`config.mk`:
```
export PLATFORM = sky130hd
export DESIGN_NAME = phys_reg_free_list
export DESIGN_NICKNAME = d
export VERILOG_FILES = /design/src/rtl/core_types_pkg.sv /design/src/rtl/phys_reg_free_list.sv
export SDC_FILE = /design/constraint.sdc
export NUM_CORES = 1
export LEC_CHECK = 0
export BUFFER_PORTS_ARGS = -buffer_cell sky130_fd_sc_hd__buf_2
export CORE_ASPECT_RATIO = 1.5
export CORE_MARGIN = 2
export CORE_UTILIZATION = 50
export CTS_CLUSTER_DIAMETER = 100
export CTS_CLUSTER_SIZE = 10
export DETAILED_ROUTE_END_ITERATION = 8
export PLACE_DENSITY = 0.75
export RECOVER_POWER = 25
export SLEW_MARGIN = 30
export SYNTH_ARGS = -nofsm -noshare
export SYNTH_HDL_FRONTEND = slang
export SYNTH_SLANG_ARGS = --single-unit
```
`constraint.sdc`:
```
create_clock -name CLK -period 9.1 [get_ports CLK]
set_input_delay 1.82 -clock CLK [delete_from_list [all_inputs] [get_ports CLK]]
set_output_delay 1.82 -clock CLK [all_outputs]
set_load 0.01 [all_outputs]
```
`src/rtl/core_types_pkg.sv`:
```
// Shared core types: free-list sizing, physical register tags and checkpoint columns.
package core_types_pkg;

   localparam int PHYS_REG_WIDTH         = 6;
   localparam int FREE_LIST_DEPTH        = 64;
   localparam int LOG_FREE_LIST_DEPTH    = $clog2(FREE_LIST_DEPTH);
   localparam int CHECKPOINT_COLUMNS     = 4;
   localparam int LOG_CHECKPOINT_COLUMNS = $clog2(CHECKPOINT_COLUMNS);
   localparam int NUM_ARCH_REGS          = 32;

   typedef logic [PHYS_REG_WIDTH-1:0]         phys_reg_tag_t;
   typedef logic [LOG_CHECKPOINT_COLUMNS-1:0] checkpoint_column_t;
   // Extra MSB separates a full list from an empty one when the low bits match.
   typedef logic [LOG_FREE_LIST_DEPTH:0]      free_list_ptr_t;
   typedef logic [LOG_FREE_LIST_DEPTH-1:0]    free_list_idx_t;

   // Entry index addressed by a wrapping pointer (the wrap bit is dropped).
   function automatic free_list_idx_t ptr_index(input free_list_ptr_t ptr);
      return ptr[LOG_FREE_LIST_DEPTH-1:0];
   endfunction

endpackage

```
`src/rtl/phys_reg_free_list.sv`:
```
// Physical register free list: circular FIFO of free tags with checkpointed head
// pointer so that a mispredicted rename path can roll back its allocations.
module phys_reg_free_list
   import core_types_pkg::phys_reg_tag_t;
   import core_types_pkg::checkpoint_column_t;
   import core_types_pkg::free_list_ptr_t;
   import core_types_pkg::free_list_idx_t;
   import core_types_pkg::ptr_index;
#(
   parameter int FREE_LIST_DEPTH    = core_types_pkg::FREE_LIST_DEPTH,
   parameter int CHECKPOINT_COLUMNS = core_types_pkg::CHECKPOINT_COLUMNS,
   parameter int NUM_ARCH_REGS      = core_types_pkg::NUM_ARCH_REGS
) (
   input  logic               CLK,
   input  logic               RST,
   input  logic               dequeue_valid,
   output logic               dequeue_ready,
   output phys_reg_tag_t      dequeue_phys_reg_tag,
   input  logic               enqueue_valid,
   input  phys_reg_tag_t      enqueue_phys_reg_tag,
   input  logic               save_checkpoint_valid,
   input  checkpoint_column_t save_checkpoint_column,
   input  logic               restore_checkpoint_valid,
   input  checkpoint_column_t restore_checkpoint_column,
   output free_list_ptr_t     free_count
);

   // Tags not held by the architectural map at reset sit in entries 0.. onward.
   localparam free_list_ptr_t RESET_TAIL = free_list_ptr_t'(FREE_LIST_DEPTH - NUM_ARCH_REGS);
   localparam free_list_ptr_t FULL_COUNT = free_list_ptr_t'(FREE_LIST_DEPTH);

   phys_reg_tag_t  entries_q [FREE_LIST_DEPTH];
   free_list_ptr_t ckpt_q    [CHECKPOINT_COLUMNS];

   free_list_ptr_t head_q;
   free_list_ptr_t head_d;
   free_list_ptr_t tail_q;
   free_list_ptr_t tail_d;
   free_list_ptr_t head_after_deq_s;
   free_list_ptr_t count_s;
   free_list_idx_t head_idx_s;
   free_list_idx_t tail_idx_s;
   logic           empty_s;
   logic           full_s;
   logic           deq_fire_s;
   logic           enq_fire_s;
   logic           save_fire_s;

   // Occupancy, request qualification and next-state pointers.
   always_comb begin
      count_s          = tail_q - head_q;
      empty_s          = (count_s == free_list_ptr_t'(0));
      full_s           = (count_s == FULL_COUNT);
      deq_fire_s       = dequeue_valid & ~empty_s;
      enq_fire_s       = enqueue_valid & ~full_s;
      // A restore wins over a same-cycle save so the column being read stays intact.
      save_fire_s      = save_checkpoint_valid & ~restore_checkpoint_valid;
      head_idx_s       = ptr_index(head_q);
      tail_idx_s       = ptr_index(tail_q);

      if (deq_fire_s) begin
         head_after_deq_s = head_q + free_list_ptr_t'(1);
      end else begin
         head_after_deq_s = head_q;
      end

      // Restore discards any same-cycle allocation by taking the saved head.
      if (restore_checkpoint_valid) begin
         head_d = ckpt_q[restore_checkpoint_column];
      end else begin
         head_d = head_after_deq_s;
      end

      // Tail only moves on commits; restore never touches it.
      if (enq_fire_s) begin
         tail_d = tail_q + free_list_ptr_t'(1);
      end else begin
         tail_d = tail_q;
      end
   end

   // Head and tail pointer registers.
   always_ff @(posedge CLK) begin
      if (RST) begin
         head_q <= free_list_ptr_t'(0);
         tail_q <= RESET_TAIL;
      end else begin
         head_q <= head_d;
         tail_q <= tail_d;
      end
   end

   // Checkpoint columns capture the head as it will be after this cycle's dequeue.
   always_ff @(posedge CLK) begin
      if (RST) begin
         for (int c = 0; c < CHECKPOINT_COLUMNS; c++) begin
            ckpt_q[c] <= free_list_ptr_t'(0);
         end
      end else if (save_fire_s) begin
         ckpt_q[save_checkpoint_column] <= head_after_deq_s;
      end else begin
         ckpt_q <= ckpt_q;
      end
   end

   // Tag storage: reset seeds the free tags; commits write at tail.
   always_ff @(posedge CLK) begin
      if (RST) begin
         for (int i = 0; i < FREE_LIST_DEPTH; i++) begin
            entries_q[i] <= phys_reg_tag_t'(NUM_ARCH_REGS + i);
         end
      end else if (enq_fire_s) begin
         entries_q[tail_idx_s] <= enqueue_phys_reg_tag;
      end else begin
         entries_q <= entries_q;
      end
   end

   // Outputs are decoded straight from registered state; no enqueue bypass.
   always_comb begin
      dequeue_ready        = ~empty_s;
      dequeue_phys_reg_tag = entries_q[head_idx_s];
      free_count           = count_s;
   end

endmodule

```
==> flow_summary_export.csv <==
group,metric,value,unit
outcome,status,"finished, violations left",
outcome,violations,"max-capacitance violations, max-slew violations",
die,core_area,38400,um2
logic_synthesis,yosys_warnings,0,
routing,routed_wl,49.0,mm
logic_synthesis,ys_async_sr_fraction,0,
clock_tree,cts_buffers,48,
sta,tns,0,ps
logic_synthesis,syn_inst,1812,
die,dieArea,40600,um2
placed_design,port_buffers,29,
pwr,ir_worst_vdd,175,uV
final_layout,fin_nets,1787,
setup_path,worstPathMaxFanout,31,
clock_tree,clk-insertion-delay-late,560,ps
setup_path,worstPathRequired,7280,ps
worst_hold_path,min_path_type,"flip-flop to flip-flop",
final_layout,syn_to_final_growth,6.81,%
logic_synthesis,ys.flop_type,"dfxtp_1",
sta,timing.fmax,156,MHz
global_route,grt_pass1_vias,14200,
pwr,power_density,189,nW/um2
logic_synthesis,syn_nets,1837,
final_layout,diodes,0,
pwr,finalPower,0.00394,W
routing,drt_iter0_drc,1138,
die,start_util,0.507,
clock_tree,clock-sinks,426,
routing,drc,0,
clock_tree,cts_hold_buf,0,
sta,finalSetupViolations,0,
sta,tightestPinTransition,1610,ps
global_route,grt_max_degree,127,
logic_synthesis,avgSynthCellArea,10.8,um2
setup_path,reg2reg_slack,3270,ps
setup_path,worstSetupPathType,"flip-flop to output port",
sta,slew_viol_final,58,
routing,ant_nets,0,
setup_path,cp.arrival,4570,ps
logic_synthesis,synth-edff-count,0,
sta,rsz0062_at_grt,"false",
logic_synthesis,ys_types,53,
setup_path,critPathLaunchType,"flip-flop",
clock_tree,clk_pin_slew_worst_paths,50,ps
run,maxCapViolations,4,
global_route,grt.overflow.total,0,
sta,fin_skew,26.6,ps
sta,finalHoldViolations,0,
clock_tree,cts_root_buf,"clkbuf_16",
global_route,grt_first_pass_wirelength,77.3,mm
routing,dr.pass1.iters,8,
die,chipWidth,165,um
clock_tree,cts_tree,"yes",
sta,min_period_over_period,0.702,
sta,timing.max_slew.rel_slack,-0.0874,
placed_design,dpl_cell_area,19700,um2
logic_synthesis,netlist_area,19500,um2
routing,avgViaCountPerCell,6.18,
global_route,antenna_found_initial,0,
global_route,grt_usage,0.243,
pwr,p_leak,9.44,nW
clock_tree,cts_resized,0,
setup_path,endpoint_kind,"output port",
die,num_rows,88,
routing,vias,14000,
sta,post-route-min-period,6390,ps
clock_tree,htreeDepth,2,
die,io_pins,30,
final_layout,drive_above_1_share,0.163,
placed_design,place_congestion,0.899,
final_layout,final_area,20800,um2
die,die_y,246,um
clock_tree,cts_setup_buffers,0,
final_layout,final_core_util,0.542,
sta,holdWs,474,ps
logic_synthesis,ys_seq_area_frac,0.437,
routing,wl_per_cell,21.7,um
logic_synthesis,ys_seq_elements,426,
clock_tree,cts_max_path_buffers,3,
placed_design,place_hpwl,32.0,mm
## registers in the layout, summed over array words and instances (netlist names)
signal and count:
head_q 7, entries_q 384, ckpt_q 28, tail_q 7
## metrics by stage
stage / cells / worst slack, ps
floorplan: 1812 / 4510
global placement: 2206 / 3450
detailed placement: 2206 / 3430
CTS: 2260 / 2830
global route: 2261 / 2420
finish: 2261 / 2710
## metal layers
layer	global-route usage	share of wire	vias up	wire length, um
met3	0.0326	0.046	145	2240
li1	-	-	6464	-
met1	0.276	0.38	6905	18700
met5	0	0	-	0
met2	0.440	0.52	460	25700
met4	0.121	0.048	0	2330
## cell families after synthesis
logic type | Yosys count | share of synthesized area
compound gates | 362 | 0.154
xor+xnor | 10 | 0.00449
fa+ha+maj | 9 | 0.00616
buf+inv | 177 | 0.0434
flops | 426 | 0.437
mux | 327 | 0.253
simple gates | 501 | 0.101
## cells in the mapped netlist (5+ instances only)
cell type,number,area share
xnor2_1,5,0.0022
inv_1,24,0.0046
nand2_1,200,0.038
o311ai_0,7,0.0031
o211ai_1,187,0.072
dfxtp_1,426,0.44
buf_12,6,0.0062
o21ai_0,56,0.014
buf_4,7,0.0027
o21ai_4,48,0.040
mux4_2,133,0.15
a21oi_1,26,0.0067
a31oi_1,15,0.0048
nor2_1,266,0.051
clkbuf_1,96,0.018
mux2i_1,194,0.10
buf_2,35,0.0090
nand3_1,10,0.0026
or3_1,5,0.0016
ha_1,8,0.0051
o21ai_2,6,0.0027
xor2_1,5,0.0022
## final cells by class
cell class,instances,area [um2]
repair buffers,50,324
clock buffers,52,1260
fillers,3203,17600
flip-flops and latches,426,8530
well taps,495,619
clock inverters,2,46.3
multi-input cells,1209,9940
inverters,27,108
## final timing paths
path / startpoint / end / depth (start not counted)
max: head_q[0] / dequeue_phys_reg_tag[3] / 6
min: entries_q[217] / entries_q[217] / 2
max reg2reg: head_q[0] / entries_q[291] / 12
min reg2reg: entries_q[217] / entries_q[217] / 2
## power breakdown
group          switching (W)  leakage (nW)  total [W]  internal, W
clock               0.000712         0.640    0.00170     0.000992
combinational       0.000229          5.35   0.000335     0.000106
sequential         0.0000190          3.44    0.00190      0.00188
total               0.000960          9.44    0.00394      0.00298
## layout by cell type (no fill, tap or decap), drive strengths merged, types with 5 or more instances in the layout
cell type / Yosys / layout
dfxtp: 426 / 426
nor2: 266 / 266
nand2: 200 / 200
mux2i: 194 / 194
o211ai: 188 / 188
mux4: 133 / 133
o21ai: 110 / 110
clkbuf: 96 / 54
buf: 54 / 48
a21oi: 26 / 26
inv: 27 / 26
a31oi: 15 / 15
nand3: 10 / 10
ha: 8 / 8
o311ai: 8 / 8
xor2: 5 / 5
xnor2: 5 / 5
or3: 5 / 5
o2111ai: 5 / 5
## worst max-delay path: stages (launching register included)
cell,delay [ps]
dfxtp_1,1240
buf_12,330
buf_4,550
mux4_2,590
mux4_2,550
mux4_2,520
buf_2,160
Note: power is estimated with default switching activity, not from simulation.
